[src/rtl/fighter_motion_if.sv]
// Key/frame inputs and sprite position/artwork-select outputs of one fighter.
// The master side drives the keys and frame pulse; the slave side is the motion controller.
interface fighter_motion_if;
    logic       frame_tick;
    logic       key_left;
    logic       key_right;
    logic       key_jump;
    logic [9:0] BallX;
    logic [9:0] BallY;
    logic       facing;
    logic [1:0] anim_frame;
    logic [1:0] state;

    modport master (
        output frame_tick, key_left, key_right, key_jump,
        input  BallX, BallY, facing, anim_frame, state
    );

    modport slave (
        input  frame_tick, key_left, key_right, key_jump,
        output BallX, BallY, facing, anim_frame, state
    );
endinterface

[src/rtl/fighter_motion.sv]
// Per-fighter motion controller: walking, jumping, gravity and screen bounds,
// updated once per video frame; jump key edges are latched every pixel clock.
module fighter_motion #(
    parameter int unsigned START_X    = 100,
    parameter int unsigned GROUND_Y   = 400,
    parameter int unsigned X_MIN      = 0,
    parameter int unsigned X_MAX      = 640,
    parameter int unsigned SPRITE_W   = 40,
    parameter int unsigned WALK_SPEED = 2,
    parameter int unsigned JUMP_VEL   = 12,
    parameter int unsigned GRAVITY    = 1,
    parameter int unsigned MAX_FALL   = 12,
    parameter int unsigned ANIM_DIV   = 8
) (
    input logic             vga_clk,
    input logic             Reset,
    fighter_motion_if.slave bus
);
    localparam int unsigned XW      = 10;
    localparam int unsigned YSW     = 11;
    localparam int unsigned VW      = 6;
    localparam int unsigned X_RIGHT = X_MAX - SPRITE_W;
    localparam int unsigned CW      = ($clog2(ANIM_DIV) > 0) ? $clog2(ANIM_DIV) : 1;

    localparam logic signed [VW-1:0]  VY_LAUNCH  = VW'(-int'(JUMP_VEL));
    localparam logic signed [VW:0]    GRAVITY_S  = (VW+1)'(GRAVITY);
    localparam logic signed [VW:0]    MAX_FALL_S = (VW+1)'(MAX_FALL);
    localparam logic signed [YSW-1:0] GROUND_S   = YSW'(GROUND_Y);

    typedef enum logic [1:0] {
        IDLE = 2'd0,
        WALK = 2'd1,
        JUMP = 2'd2,
        FALL = 2'd3
    } motion_state_t;

    motion_state_t         state_q, state_d;
    logic [XW-1:0]         x_q, x_d;
    logic [XW-1:0]         y_q, y_d;
    logic signed [VW-1:0]  vy_q, vy_d;
    logic                  facing_q, facing_d;
    logic [1:0]            anim_q, anim_d;
    logic [CW-1:0]         cnt_q, cnt_d;
    logic                  kj_q;
    logic                  jump_req_q;

    logic                  dir_l, dir_r;
    logic                  grounded, launch, vert_upd, air_d;
    logic signed [VW-1:0]  vy_eff;
    logic signed [YSW-1:0] ynew;
    logic signed [VW:0]    vy_grav;

    assign dir_l    = bus.key_left & ~bus.key_right;
    assign dir_r    = bus.key_right & ~bus.key_left;
    assign grounded = (state_q == IDLE) || (state_q == WALK);
    assign launch   = grounded & jump_req_q;
    assign vert_upd = ~grounded | launch;
    assign vy_eff   = launch ? VY_LAUNCH : vy_q;
    assign ynew     = $signed({1'b0, y_q}) + YSW'(vy_eff);
    assign vy_grav  = (VW+1)'(vy_eff) + GRAVITY_S;

    // Jump request: set on any key_jump rising edge, dropped by the next frame tick.
    // An edge coinciding with a tick wins so it carries over to the following tick.
    always_ff @(posedge vga_clk or posedge Reset) begin
        if (Reset) begin
            kj_q       <= 1'b0;
            jump_req_q <= 1'b0;
        end else begin
            kj_q <= bus.key_jump;
            if (bus.key_jump && !kj_q) begin
                jump_req_q <= 1'b1;
            end else if (bus.frame_tick) begin
                jump_req_q <= 1'b0;
            end
        end
    end

    // State register: everything else only moves on frame ticks
    always_ff @(posedge vga_clk or posedge Reset) begin
        if (Reset) begin
            state_q  <= IDLE;
            x_q      <= XW'(START_X);
            y_q      <= XW'(GROUND_Y);
            vy_q     <= '0;
            facing_q <= 1'b1;
            anim_q   <= '0;
            cnt_q    <= '0;
        end else if (bus.frame_tick) begin
            state_q  <= state_d;
            x_q      <= x_d;
            y_q      <= y_d;
            vy_q     <= vy_d;
            facing_q <= facing_d;
            anim_q   <= anim_d;
            cnt_q    <= cnt_d;
        end
    end

    // Next state; the airborne phase follows the velocity applied this frame
    always_comb begin
        state_d = state_q;
        air_d   = vert_upd && (ynew < GROUND_S);
        if (air_d) begin
            state_d = vy_eff[VW-1] ? JUMP : FALL;
        end else begin
            state_d = (dir_l || dir_r) ? WALK : IDLE;
        end
    end

    // Next position, velocity, facing and walk animation
    always_comb begin
        x_d      = x_q;
        y_d      = y_q;
        vy_d     = vy_q;
        facing_d = facing_q;
        anim_d   = anim_q;
        cnt_d    = cnt_q;

        if (dir_l) begin
            facing_d = 1'b0;
            if ({1'b0, x_q} < (XW+1)'(X_MIN + WALK_SPEED)) begin
                x_d = XW'(X_MIN);
            end else begin
                x_d = x_q - XW'(WALK_SPEED);
            end
        end else if (dir_r) begin
            facing_d = 1'b1;
            if (((XW+1)'(x_q) + (XW+1)'(WALK_SPEED)) > (XW+1)'(X_RIGHT)) begin
                x_d = XW'(X_RIGHT);
            end else begin
                x_d = x_q + XW'(WALK_SPEED);
            end
        end

        if (vert_upd) begin
            if (ynew >= GROUND_S) begin
                y_d  = XW'(GROUND_Y);
                vy_d = '0;
            end else if (ynew[YSW-1]) begin
                y_d  = '0;
                vy_d = '0;
            end else begin
                y_d  = XW'(ynew);
                vy_d = (vy_grav > MAX_FALL_S) ? VW'(MAX_FALL) : VW'(vy_grav);
            end
        end

        if (state_d == WALK) begin
            if (cnt_q == CW'(ANIM_DIV - 1)) begin
                cnt_d  = '0;
                anim_d = anim_q + 2'd1;
            end else begin
                cnt_d = cnt_q + CW'(1);
            end
        end else begin
            cnt_d  = '0;
            anim_d = '0;
        end
    end

    assign bus.BallX      = x_q;
    assign bus.BallY      = y_q;
    assign bus.facing     = facing_q;
    assign bus.anim_frame = anim_q;
    assign bus.state      = 2'(state_q);
endmodule

[src/flat_wrapper.sv]
// flat-port wrapper written by rule: the top's interface ports become plain ports
module fighter_motion_flat 
#(
    parameter int unsigned START_X    = 100,
    parameter int unsigned GROUND_Y   = 400,
    parameter int unsigned X_MIN      = 0,
    parameter int unsigned X_MAX      = 640,
    parameter int unsigned SPRITE_W   = 40,
    parameter int unsigned WALK_SPEED = 2,
    parameter int unsigned JUMP_VEL   = 12,
    parameter int unsigned GRAVITY    = 1,
    parameter int unsigned MAX_FALL   = 12,
    parameter int unsigned ANIM_DIV   = 8
)
  (vga_clk, Reset, bus_frame_tick, bus_key_left, bus_key_right, bus_key_jump, bus_BallX, bus_BallY, bus_facing, bus_anim_frame, bus_state);
  fighter_motion_if bus_i ();
  input logic vga_clk;
  input logic Reset;
  input wire logic [$bits(bus_i.frame_tick)-1:0] bus_frame_tick;
  input wire logic [$bits(bus_i.key_left)-1:0] bus_key_left;
  input wire logic [$bits(bus_i.key_right)-1:0] bus_key_right;
  input wire logic [$bits(bus_i.key_jump)-1:0] bus_key_jump;
  output wire logic [$bits(bus_i.BallX)-1:0] bus_BallX;
  output wire logic [$bits(bus_i.BallY)-1:0] bus_BallY;
  output wire logic [$bits(bus_i.facing)-1:0] bus_facing;
  output wire logic [$bits(bus_i.anim_frame)-1:0] bus_anim_frame;
  output wire logic [$bits(bus_i.state)-1:0] bus_state;
  assign bus_i.frame_tick = bus_frame_tick;
  assign bus_i.key_left = bus_key_left;
  assign bus_i.key_right = bus_key_right;
  assign bus_i.key_jump = bus_key_jump;
  assign bus_BallX = bus_i.BallX;
  assign bus_BallY = bus_i.BallY;
  assign bus_facing = bus_i.facing;
  assign bus_anim_frame = bus_i.anim_frame;
  assign bus_state = bus_i.state;
  fighter_motion #(.START_X(START_X), .GROUND_Y(GROUND_Y), .X_MIN(X_MIN), .X_MAX(X_MAX), .SPRITE_W(SPRITE_W), .WALK_SPEED(WALK_SPEED), .JUMP_VEL(JUMP_VEL), .GRAVITY(GRAVITY), .MAX_FALL(MAX_FALL), .ANIM_DIV(ANIM_DIV)) u_core (.vga_clk(vga_clk), .Reset(Reset), .bus(bus_i));
endmodule
[config.mk]
export PLATFORM = sky130hd
export DESIGN_NAME = fighter_motion_flat
export DESIGN_NICKNAME = d
export VERILOG_FILES = /design/src/rtl/fighter_motion_if.sv /design/src/rtl/fighter_motion.sv /design/src/flat_wrapper.sv
export SDC_FILE = /design/constraint.sdc
export NUM_CORES = 1
export LEC_CHECK = 0
export CORE_MARGIN = 10
export CORE_UTILIZATION = 46
export DETAILED_ROUTE_END_ITERATION = 10
export GPL_ROUTABILITY_DRIVEN = 0
export PLACE_DENSITY = 0.77
export SLEW_MARGIN = 20
export SYNTH_ARGS = -nofsm -noshare
export SYNTH_HDL_FRONTEND = slang
export SYNTH_SLANG_ARGS = --single-unit
[constraint.sdc]
create_clock -name vga_clk -period 3.67 [get_ports vga_clk]
set_input_delay 0.367 -clock vga_clk [delete_from_list [all_inputs] [get_ports vga_clk]]
set_output_delay 0.367 -clock vga_clk [all_outputs]
set_load 0.02 [all_outputs]
* After elaboration in Yosys (flattened, before gate mapping) *
Cells that the tools add are included.

storage, ports and cells
  flip-flop bits (word level) = 36
  output and inout port bits = 25
  bits of input ports = 6

cells by class
  reduce and logical (&&, ||, !) cells = 11
  bitwise operators = 7
  muxes and demuxes = 21
  $add $sub $neg = 7
  order comparisons = 5
  eq/ne operators = 4

operators by type and width
  cell                                                                                    number
  10-bit two-way mux                                                                      6
  6-bit two-way mux                                                                       4
  10-bit by 2-bit adder with 11-bit output (second input constant)                        1
  11-bit by 6-bit adder with 11-bit output                                                1
  11-bit by 10-bit greater-or-equal comparator with 1-bit output (second input constant)  1
  11-bit by 10-bit > comparator with 1-bit output (second input constant)                 1
  11-bit by 10-bit < comparator with 1-bit output (second input constant)                 1
  10-bit by 2-bit adder with 10-bit output (second input constant)                        1
  10-bit by 2-bit < comparator with 1-bit output (second input constant)                  1
  10-bit by 2-bit subtractor with 10-bit output (second input constant)                   1
  6-bit by 2-bit adder with 7-bit output (second input constant)                          1
  7-bit by 5-bit > comparator with 1-bit output (second input constant)                   1
  1-bit two-way mux                                                                       6
  2-bit two-way mux                                                                       3
  3-bit two-way mux                                                                       2
  2-bit AND reduction                                                                     3
  2-bit by 1-bit equality test with 1-bit output (second input constant)                  2
  2-bit nonzero test                                                                      2
  3-bit by 1-bit adder with 3-bit output (second input constant)                          1
  1-bit bitwise AND                                                                       3
  3-bit equality test (second input constant)                                             1
  1-bit NOT                                                                               3
  2-bit by 1-bit adder with 2-bit output (second input constant)                          1
  1-bit logical AND                                                                       2
  other kinds (5)                                                                         6

* Logic depth before layout (Yosys ltp) *
Gate-level depths: netlist of run 1.

  word-level depth = 11
  mapped depth = 15
  gate-level depth less buffers = 12

* Least setup slack after synthesis of run 1 *
OpenSTA, ideal clock, no wires.

  kind = register -> register
  start point = register u_core.state_q[1] (netlist: u_core.bus.state[1])
  end point = register u_core.state_q[0] (netlist: u_core.bus.state[0])
  arrival time = 3.263 ns
  buffers on the path = 3
  path slack = 0.281 ns
  setup time = 0.126 ns
  stages on the path, launching flop included = 15
  data required time = 3.544 ns
  path through = dfrtp_1 -> nand2b_2 -> buf_4 -> nand2b_1 -> ha_1 -> clkbuf_1 -> o21ai_1 -> o31ai_4 -> maj3_1 -> a221oi_2 -> or3_4 -> a31oi_4 -> buf_6 -> o22ai_1 -> a221o_1

between the ends
  cells in the longest elaborated chain, start to end = 8

ends and longest elaborated chain
  item                                                                                        RTL line               text
  from (decl)                                                                                 fighter_motion.sv:37   motion_state_t state_q, state_d;
  from (signal assigned)                                                                      fighter_motion.sv:89   state_q <= state_d;
  2-bit by 1-bit equality test with 1-bit output / 2-bit logical NOT (equally long branches)  fighter_motion.sv:55   assign grounded = (state_q == IDLE) || (state_q == WALK);
  1-bit logical OR (*)                                                                        fighter_motion.sv:55
  1-bit bitwise AND                                                                           fighter_motion.sv:56   assign launch = grounded & jump_req_q;
  6-bit two-way mux                                                                           fighter_motion.sv:58   assign vy_eff = launch ? VY_LAUNCH : vy_q;
  11-bit by 6-bit adder with 11-bit output                                                    fighter_motion.sv:59   assign ynew = $signed({1'b0, y_q}) + YSW'(vy_eff);
  11-bit by 10-bit < comparator with 1-bit output                                             fighter_motion.sv:102  air_d = vert_upd && (ynew < GROUND_S);
  1-bit logical AND                                                                           fighter_motion.sv:102
  2-bit two-way mux (*)                                                                       fighter_motion.sv:103  if (air_d) begin

Every way passes the cells marked *; elsewhere a longest branch is shown, timed or not.
A chain may end at the register's enable or synchronous reset.

* Final worst setup path of run 1 *
  start point = register u_core.jump_req_q
  end point = register u_core.state_q[0] (netlist: u_core.bus.state[0])

between the ends
  cells in the longest elaborated chain, start to end = 6

ends and longest elaborated chain
  item                                             RTL line               text
  from (decl)                                      fighter_motion.sv:45   logic jump_req_q;
  from (signal assigned)                           fighter_motion.sv:67   jump_req_q <= 1'b0;
  from (signal assigned)                           fighter_motion.sv:71   jump_req_q <= 1'b1;
  from (signal assigned)                           fighter_motion.sv:73   jump_req_q <= 1'b0;
  1-bit bitwise AND (*)                            fighter_motion.sv:56
  6-bit two-way mux                                fighter_motion.sv:58
  11-bit by 6-bit adder with 11-bit output         fighter_motion.sv:59
  11-bit by 10-bit < comparator with 1-bit output  fighter_motion.sv:102
  1-bit logical AND                                fighter_motion.sv:102
  2-bit two-way mux (*)                            fighter_motion.sv:103

Marks and branches as above.

==> results of run 1 <==
[state kept, by name (all words and copies together) (netlist names)]
name,count
u_core.jump_req_q,1
u_core.cnt_q,3
u_core.vy_q,6
u_core.bus.anim_frame,2
u_core.bus.state,2
u_core.bus.BallY,10
u_core.bus.facing,1
u_core.bus.BallX,9
u_core.kj_q,1
[cells in the final DEF, fill, tap and decap left out, drive strengths merged, types with 4 or more instances in the layout]
master	n
buf	6
nand3	12
nand2	32
a311oi	4
a21o	8
a31oi	5
inv	27
a21oi	24
clkdlybuf4s50	29
xnor2	7
nor2	27
nor3	6
o21ai	25
a211oi	5
o211ai	8
clkbuf	8
ha	15
nand4	13
nand2b	6
o22ai	9
and2	5
dfrtp	28
dfstp	7
o31ai	11
nor2b	5
xor2	4
[through the flow]
stage | std cells | utilization | hold slack, ns
after CTS | 456 | 0.533 | 0.419
after global routing | 456 | 0.534 | 0.433
after floorplan | 361 | - | 0.398
final | 456 | 0.534 | 0.416
after detailed placement | 448 | 0.517 | 0.409
after global placement | 448 | 0.517 | 0.410
[how the worst min path moves through the flow]
stage / start / end / slack [ns]
2_1_floorplan: bus_key_jump / u_core.kj_q$_DFF_PP0_ / 0.40
3_3_place_gp: u_core.kj_q$_DFF_PP0_ / u_core.jump_req_q$_DFFE_PP0P_ / 0.41
3_5_place_dp: u_core.kj_q$_DFF_PP0_ / u_core.jump_req_q$_DFFE_PP0P_ / 0.41
4_1_cts: u_core.kj_q$_DFF_PP0_ / u_core.jump_req_q$_DFFE_PP0P_ / 0.42
5_1_grt: u_core.kj_q$_DFF_PP0_ / u_core.jump_req_q$_DFFE_PP0P_ / 0.43
6_report: u_core.kj_q$_DFF_PP0_ / u_core.jump_req_q$_DFFE_PP0P_ / 0.42
[logic make-up (layout without fill, tap and decap cells)]
logic type,count (synthesis),in the layout,share of synthesized area
buffers and inverters,52,70,0.0751
xor gates and xnor gates,11,11,0.0329
muxes,3,3,0.0107
other,1,1,0.00128
adders and majority gates,16,16,0.0674
and+or+nand+nor,117,117,0.197
AOI/OAI and AO/OA,126,126,0.314
DFF,35,35,0.302
[worst max-delay path, stage by stage, from the launching register on]
cell	delay, ns
dfrtp_1	0.48
nor2b_1	0.19
buf_4	0.16
nor2_1	0.24
xor2_1	0.12
ha_1	0.25
a311oi_2	0.41
o31a_1	0.17
o211ai_1	0.12
or3_4	0.42
a31oi_4	0.35
o22ai_1	0.12
a221o_1	0.34
[layer usage]
metal | up-vias | GRT usage
li1 | 1366 | -
met5 | - | 0
met2 | 116 | 0.235
met1 | 1324 | 0.170
met4 | 0 | 0.0452
met3 | 9 | 0.0330
[power by group]
group / leakage, µW / total (µW) / internal [µW] / switching, µW
clock: 0.0000515 / 308 / 171 / 136
combinational: 0.000900 / 1960 / 818 / 1140
sequential: 0.000430 / 783 / 545 / 238
[layout make-up]
| class | count | area, µm² |
|---|---|---|
| multi-input cells | 274 | 1840 |
| inverters | 27 | 101 |
| flip-flops and latches | 35 | 885 |
| repair buffers | 35 | 335 |
| clock buffers | 8 | 100 |
| well taps | 77 | 96.3 |
| fillers | 570 | 2920 |
[timing repair]
item                                   4_1_cts  5_1_grt
endpoints found under the hold margin        0        0
resized for setup                            0        3
buffers inserted                             0        0
setup endpoints to repair                    0       13
==> run summary, run 1 <==
Worst-path clk slew -> 0.07 ns
DR vias/cell -> 6.17
Fin. Hold Viols -> 0
synth warn -> 0
RSZ-0062 raised after global routing -> false
# DRC -> 0
WL/cell -> 15.4 µm
met2 WL -> 3490 µm
critical path type -> flop to flop
register area share after synthesis -> 0.302
area leader, netlist -> dfrtp_1
vias -> 2815
vias in the first global route -> 2615
number of flops mapped to enable cells by yosys -> 0
Max-slew headroom -> 0.509
fin crit period -> 3.48 ns
Async S/R FF share, synth -> 1.00
crit end category -> flop
CTS H-tree lvls -> 2
Main synth FF type -> dfrtp_1
worst slew pin tran -> 0.730 ns
pre-CTS setup slack -> 0.110 ns
flops & latches, synth -> 35
Worst Setup SP -> u_core.jump_req_q$_DFFE_PP0P_
RR Endpoint -> u_core.bus.state[0]$_DFFE_PP0P_
initial antenna violation count -> 0
HPWL after DPL -> 5200 µm
status -> complete, no violations
Tcrit/Tclk final -> 0.948
CTS sink count -> 35
worst min-delay path class -> flop to flop
P_leak -> 0.00138 µW
worst vdd ir -> 0.000522 V
final net count -> 399
layout overhead on the synthesized area -> 14.4%
Initial DRC Count -> 179
Slew Limit Fails -> 0
PortBufs -> 29
Design Power -> 3050 µW
crit start category -> flop
Row Count -> 29
Hold Crit Depth -> 1
max_cap viols -> 0
PnR worst setup slack -> 0.191 ns
CTS tree -> yes
number of library cell types mapped by synthesis -> 67
PD cells -> 909 nW/µm²
design area -> 3350 µm²
Synthesized Nets -> 382
synth cell count leaders -> 31 x nand2_1, 28 x dfrtp_1, 27 x inv_1, 27 x nor2_1
setup total negative slack -> 0 ns
CTS root buf -> clkbuf_8
Die Ht -> 99.8 µm
worst endpoint data arrival time -> 3.65 ns
maximum fanout along the worst path -> 11
Top Metal Used -> met4
remaining antenna violation count -> 0
worst r2r src -> u_core.jump_req_q$_DFFE_PP0P_
# diodes -> 0
met1 WL -> 2920 µm
count leader, synth -> nand2_1
Die ar. -> 9970 µm²
area share of the largest cell type after synthesis -> 0.239
Reg2Reg Depth -> 12
CTS Hold Buffers Added -> 0
IO Pins -> 31
Cell Area, Placed -> 3240 µm²
CP endpoint -> u_core.bus.state[0]$_DFFE_PP0P_
gr usage total -> 0.140
CTS Buf Count -> 5
cells after synthesis -> 361
R2R setup slack -> 0.19 ns
clk_skew -> 0.0111 ns
layout cell share with drive strength beyond 1 -> 0.0976
pin count of the biggest net entering global routing -> 36
f_max -> 0.287 GHz
dominant cells by area after synthesis -> dfrtp_1 24%, ha_1 6.4%, dfstp_2 6.3%
WL final -> 7030 µm
GR Overflow Total -> 0
CORE AREA -> 6280 µm²
post-synth design cell area -> 2930 µm²
global-route wire length before repair -> 12000 µm
drt first pass iters -> 5
Synth Area per Inst -> 8.12 µm²
Critical Path RT -> 3.84 ns
Final setup viols -> 0
Starting Density -> 0.467
clk_lat worst skew -> 0.29 ns
Max Root-Sink Buffers -> 2
met3 routed WL -> 535 µm
die width -> 99.8 µm
Power figures use the tool's default switching activity.
==> inputs of run 2 (changes only) <==
--- a/config.mk
+++ b/config.mk
@@ -5,7 +5,8 @@
 export SDC_FILE = /design/constraint.sdc
 export NUM_CORES = 1
 export LEC_CHECK = 0
-export CORE_MARGIN = 10
+export CORE_ASPECT_RATIO = 1.25
+export CORE_MARGIN = 2
 export CORE_UTILIZATION = 46
 export DETAILED_ROUTE_END_ITERATION = 10
 export GPL_ROUTABILITY_DRIVEN = 0
==> run summary, run 2 (same netlist as run 1, synthesis figures left out) <==
global-route wire length before repair -> 11800 µm (was 12000 µm)
Design Power -> 3170 µW (was 3050 µW)
CTS sink count -> 35 (unchanged)
initial antenna violation count -> 0 (unchanged)
Seq pwr share -> 0.250 (was 0.257)
critical path type -> flop to flop (unchanged)
CORE AREA -> 6170 µm² (was 6280 µm²)
Die Ht -> 93.3 µm (was 99.8 µm)
Die ar. -> 7030 µm² (was 9970 µm²)
P_sw -> 1550 µW (was 1520 µW)
worst vdd ir -> 0.000373 V (was 0.000522 V)
HPWL after DPL -> 5190 µm (was 5200 µm)
Starting Density -> 0.475 (was 0.467)
gr usage total -> 0.210 (was 0.140)
Slew Limit Fails -> 0 (unchanged)
clk_lat worst skew -> 0.29 ns (about the same)
crit end category -> flop (unchanged)
Reg2Reg Depth -> 12 (unchanged)
maximum fanout along the worst path -> 10 (was 11)
Tcrit/Tclk final -> 0.936 (was 0.948)
PortBufs -> 29 (unchanged)
commonest non-fill, non-tap cells in the layout -> 31 x nand2_1, 29 x clkdlybuf4s50_1, 27 x inv_1, 27 x dfrtp_1, 26 x nor2_1 (was 31 x nand2_1, 29 x clkdlybuf4s50_1, 28 x dfrtp_1)
Hold EP -> u_core.jump_req_q$_DFFE_PP0P_ (unchanged)
Post-Place Cells -> 456 (was 448)
Fin. Hold Viols -> 0 (unchanged)
clk_skew -> 0.00850 ns (was 0.0111 ns)
worst slew pin tran -> 0.794 ns (was 0.730 ns)
Max Root-Sink Buffers -> 2 (unchanged)
status -> complete, no violations (unchanged)
CTS Hold Buffers Added -> 0 (unchanged)
crit start category -> flop (unchanged)
worst endpoint data arrival time -> 3.61 ns (was 3.65 ns)
pin count of the biggest net entering global routing -> 36 (unchanged)
layout cell share with drive strength beyond 1 -> 0.115 (was 0.0976)
WL/cell -> 15.1 µm (was 15.4 µm)
internal power -> 1620 µW (was 1530 µW)
max_cap viols -> 0 (unchanged)
design area -> 3420 µm² (was 3350 µm²)
Hold Crit Depth -> 1 (unchanged)
GR Overflow Total -> 0 (unchanged)
Clock Power Share -> 0.116 (was 0.101)
worst r2r src -> u_core.jump_req_q$_DFFE_PP0P_ (unchanged)
final net count -> 401 (was 399)
PD cells -> 927 nW/µm² (was 909 nW/µm²)
setup total negative slack -> 0 ns (unchanged)
CTS root buf -> clkbuf_8 (unchanged)
most common cell after layout, fill and taps aside -> nand2_1 (unchanged)
WL final -> 7050 µm (was 7030 µm)
Largest register FFs -> 10 (unchanged)
Max-slew headroom -> 0.467 (was 0.509)
CTS Buf Count -> 5 (unchanged)
RSZ-0062 raised after global routing -> false (unchanged)
worst min-delay path class -> flop to flop (unchanged)
vias -> 2839 (was 2815)
drt first pass iters -> 4 (was 5)
Critical Path RT -> 3.85 ns (was 3.84 ns)
remaining antenna violation count -> 0 (unchanged)
CTS H-tree lvls -> 2 (unchanged)
layout overhead on the synthesized area -> 16.6% (was 14.4%)
die width -> 75.4 µm (was 99.8 µm)
combinational power share -> 0.635 (was 0.642)
Finished Layout Cells -> 466 (was 456)
Final setup viols -> 0 (unchanged)
# diodes -> 0 (unchanged)
CTS tree -> yes (unchanged)
R2R setup slack -> 0.23 ns (was 0.19 ns)
Final Util -> 0.555 (was 0.534)
vias in the first global route -> 2613 (was 2615)
P_leak -> 0.00140 µW (was 0.00138 µW)
Row Count -> 32 (was 29)
Initial DRC Count -> 177 (was 179)
Cell Area, Placed -> 3250 µm² (was 3240 µm²)
DR vias/cell -> 6.09 (was 6.17)
fin crit period -> 3.44 ns (was 3.48 ns)
switching portion of total power -> 0.489 (was 0.497)
# DRC -> 0 (unchanged)
IO Pins -> 31 (unchanged)
f_max -> 0.291 GHz (was 0.287 GHz)
RR Endpoint -> u_core.bus.state[0]$_DFFE_PP0P_ (unchanged)
HP Start -> u_core.kj_q$_DFF_PP0_ (unchanged)
Worst-path clk slew -> 0.07 ns (about the same)
==> run 2: repair_timing <==
action                                  CTS  global route
setup buffers                             0             2
endpoints found under the setup margin    0            16
gates resized for setup                   0             8
==> run 2: how the worst max path moves through the flow <==
| stage | startpoint | slack (ns) | cells past startpoint | endpoint |
|---|---|---|---|---|
| 6_report | u_core.jump_req_q$_DFFE_PP0P_ | 0.23 | 12 | u_core.bus.state[0]$_DFFE_PP0P_ |
| 2_1_floorplan | u_core.bus.state[1]$_DFFE_PP0P_ | 0.28 | 14 | u_core.bus.state[0]$_DFFE_PP0P_ |
| 3_5_place_dp | u_core.bus.state[1]$_DFFE_PP0P_ | 0.10 | 11 | u_core.bus.state[0]$_DFFE_PP0P_ |
| 4_1_cts | u_core.bus.state[1]$_DFFE_PP0P_ | 0.08 | 11 | u_core.bus.state[0]$_DFFE_PP0P_ |
| 5_1_grt | u_core.jump_req_q$_DFFE_PP0P_ | 0.02 | 13 | u_core.vy_q[5]$_DFFE_PP0P_ |
| 3_3_place_gp | u_core.bus.state[1]$_DFFE_PP0P_ | 0.16 | 11 | u_core.bus.state[0]$_DFFE_PP0P_ |
==> run 2: power by group through the flow <==
| stage | Clock [µW] | Sequential, µW | Combinational, µW |
|---|---|---|---|
| finish | 366 | 792 | 2010 |
| global route | 389 | 823 | 2210 |
| CTS | 378 | 783 | 1940 |
| detailed placement | 0 | 785 | 1930 |
| global placement | 0 | 784 | 1890 |
| floorplan | 0 | 786 | 1440 |
==> run 2: critical path: stages, from the launching register on <==
cell	delay, ns
dfrtp_1	0.47
nor2b_1	0.18
nor2_1	0.20
inv_1	0.19
ha_1	0.39
a21o_1	0.24
a311oi_1	0.28
o21a_1	0.17
a311oi_1	0.06
or3_4	0.37
a31oi_4	0.33
o22ai_1	0.12
a221o_1	0.33
==> run 2: layout make-up <==
cell class,count,area (µm²)
inverter,27,101
clock buffer,6,82.6
multi-input combinational,274,1860
clock inverter,2,35.0
tap,85,106
sequential,35,886
timing repair buffer,37,350
fill,609,2750
==> run 2: stage by stage <==
step / hold slack [ns] / worst slack (ns)
final: 0.422 / 0.233
after detailed placement: 0.413 / 0.103
after floorplan: 0.398 / 0.281
after global placement: 0.404 / 0.157
after global routing: 0.454 / 0.0157
after CTS: 0.424 / 0.0844
==> run 2: layer usage <==
layer  wire [µm]  up-vias  global-route usage
li1            -     1371                   -
met1        3020     1357               0.257
met2        3490       90               0.362
met3         373       21              0.0388
met4         164        0              0.0746
met5           0        -                   0
==> inputs of run 3 (changes only) <==
--- a/config.mk
+++ b/config.mk
@@ -7,10 +7,10 @@
 export LEC_CHECK = 0
 export CORE_ASPECT_RATIO = 1.25
 export CORE_MARGIN = 2
-export CORE_UTILIZATION = 46
+export CORE_UTILIZATION = 45
 export DETAILED_ROUTE_END_ITERATION = 10
 export GPL_ROUTABILITY_DRIVEN = 0
-export PLACE_DENSITY = 0.77
+export PLACE_DENSITY = 0.76
 export SLEW_MARGIN = 20
 export SYNTH_ARGS = -nofsm -noshare
 export SYNTH_HDL_FRONTEND = slang
==> run summary, run 3 (same netlist as run 1, synthesis figures left out) <==
status -> complete, no violations (unchanged)
WL/cell -> 15.2 µm (was 15.1 µm)
maximum fanout along the worst path -> 9 (was 10)
CTS sink count -> 35 (unchanged)
Max-slew headroom -> 0.455 (was 0.467)
RR Endpoint -> u_core.bus.state[0]$_DFFE_PP0P_ (unchanged)
max_cap viols -> 0 (unchanged)
layout cell share with drive strength beyond 1 -> 0.102 (was 0.115)
final net count -> 402 (was 401)
clk_skew -> 0.00708 ns (was 0.00850 ns)
most common cell after layout, fill and taps aside -> nand2_1 (unchanged)
IO Pins -> 31 (unchanged)
clk_lat worst skew -> 0.29 ns (about the same)
Seq pwr share -> 0.256 (was 0.250)
CTS root buf -> clkbuf_8 (unchanged)
Die Ht -> 94.2 µm (was 93.3 µm)
combinational power share -> 0.643 (was 0.635)
Final setup viols -> 0 (unchanged)
CTS tree -> yes (unchanged)
die width -> 76.2 µm (was 75.4 µm)
Die ar. -> 7180 µm² (was 7030 µm²)
R2R setup slack -> 0.16 ns (was 0.23 ns)
commonest non-fill, non-tap cells in the layout -> 31 x nand2_1, 29 x clkdlybuf4s50_1, 28 x dfrtp_1 (was 31 x nand2_1, 29 x clkdlybuf4s50_1, 27 x inv_1, 27 x dfrtp_1, 26 x nor2_1)
gr usage total -> 0.200 (was 0.210)
Reg2Reg Depth -> 11 (was 12)
setup total negative slack -> 0 ns (unchanged)
CORE AREA -> 6250 µm² (was 6170 µm²)
remaining antenna violation count -> 0 (unchanged)
P_leak -> 0.00139 µW (was 0.00140 µW)
internal power -> 1550 µW (was 1620 µW)
Clock Power Share -> 0.100 (was 0.116)
worst r2r src -> u_core.bus.state[1]$_DFFE_PP0P_ (was u_core.jump_req_q$_DFFE_PP0P_)
Max Root-Sink Buffers -> 2 (unchanged)
Worst-path clk slew -> 0.07 ns (about the same)
critical path type -> flop to flop (unchanged)
worst vdd ir -> 0.000346 V (was 0.000373 V)
initial antenna violation count -> 0 (unchanged)
Row Count -> 32 (unchanged)
Fin. Hold Viols -> 0 (unchanged)
WL final -> 7090 µm (was 7050 µm)
f_max -> 0.285 GHz (was 0.291 GHz)
Initial DRC Count -> 144 (was 177)
crit start category -> flop (unchanged)
Worst Setup SP -> u_core.bus.state[1]$_DFFE_PP0P_ (was u_core.jump_req_q$_DFFE_PP0P_)
Largest register FFs -> 10 (unchanged)
CP endpoint -> u_core.bus.state[0]$_DFFE_PP0P_ (unchanged)
GR Overflow Total -> 0 (unchanged)
vias -> 2768 (was 2839)
Slew Limit Fails -> 0 (unchanged)
Final Util -> 0.542 (was 0.555)
HP Start -> u_core.kj_q$_DFF_PP0_ (unchanged)
CTS Hold Buffers Added -> 0 (unchanged)
worst slew pin tran -> 0.811 ns (was 0.794 ns)
Tcrit/Tclk final -> 0.956 (was 0.936)
Fillers -> 606 (was 609)
PortBufs -> 29 (unchanged)
worst min-delay path class -> flop to flop (unchanged)
drt first pass iters -> 4 (unchanged)
HPWL after DPL -> 5200 µm (was 5190 µm)
crit end category -> flop (unchanged)
layout overhead on the synthesized area -> 15.6% (was 16.6%)
Critical Path RT -> 3.84 ns (was 3.85 ns)
global-route wire length before repair -> 11900 µm (was 11800 µm)
fin crit period -> 3.51 ns (was 3.44 ns)
worst endpoint data arrival time -> 3.68 ns (was 3.61 ns)
DR vias/cell -> 5.93 (was 6.09)
Starting Density -> 0.469 (was 0.475)
vias in the first global route -> 2616 (was 2613)
# DRC -> 0 (unchanged)
PD cells -> 909 nW/µm² (was 927 nW/µm²)
P_sw -> 1530 µW (was 1550 µW)
pin count of the biggest net entering global routing -> 36 (unchanged)
CTS Buf Count -> 5 (unchanged)
# diodes -> 0 (unchanged)
switching portion of total power -> 0.497 (was 0.489)
CTS H-tree lvls -> 2 (unchanged)
run 3: through the flow:
step           power (µW)  setup slack, ns  hold slack (ns)  cells  area, µm²
2_1_floorplan        2230            0.281            0.398    361       2930
3_3_place_gp         2670            0.251            0.404    458       3270
3_5_place_dp         2710            0.169            0.415    458       3270
4_1_cts              3030            0.136            0.425    466       3370
5_1_grt              3320     -0.000000444            0.453    467       3390
6_report             3080            0.162            0.422    467       3390
run 3: final cells by class:
| cell class | count | area, µm² | area share |
|---|---|---|---|
| clock buffers | 8 | 100 | 0.0295 |
| inverters | 27 | 101 | 0.0299 |
| multi-input cells | 274 | 1840 | 0.542 |
| flip-flops and latches | 35 | 885 | 0.261 |
| well taps | 85 | 106 | 0.0314 |
| repair buffers | 38 | 358 | 0.106 |
run 3: timing repair:
item                       4_1_cts  5_1_grt
setup endpoints to repair        0        5
resized for setup                0        1
setup buffers                    0        1
run 3: routing by layer:
metal	global-route usage	share of wire	vias up
li1	-	-	1376
met1	0.245	0.45	1315
met2	0.356	0.50	71
met3	0.0288	0.041	6
met4	0.0773	0.0080	0
met5	0	0	-
run 3: critical path, cell delays in order, from the launching register on:
cell      delay [ns]
dfrtp_1         0.49
nand2b_2        0.25
and2_1          0.20
ha_1            0.24
ha_1            0.27
a311oi_4        0.09
o311ai_0        0.42
o211ai_1        0.24
or3_4           0.43
a31oi_4         0.31
o22ai_1         0.11
a221o_1         0.34
run 3: power groups by stage:
stage	logic, µW	clock network, µW	registers (µW)
finish	1980	309	790
detailed placement	1930	0	782
global placement	1890	0	784
floorplan	1440	0	786
CTS	1940	319	779
global route	2170	335	821
run 3: how the worst min path moves through the flow:
stage	to	slack [ns]	cells after the start
2_1_floorplan	u_core.kj_q$_DFF_PP0_	0.40	0
3_3_place_gp	u_core.jump_req_q$_DFFE_PP0P_	0.40	1
3_5_place_dp	u_core.jump_req_q$_DFFE_PP0P_	0.42	1
4_1_cts	u_core.jump_req_q$_DFFE_PP0P_	0.43	1
5_1_grt	u_core.jump_req_q$_DFFE_PP0P_	0.45	1
6_report	u_core.jump_req_q$_DFFE_PP0P_	0.42	1
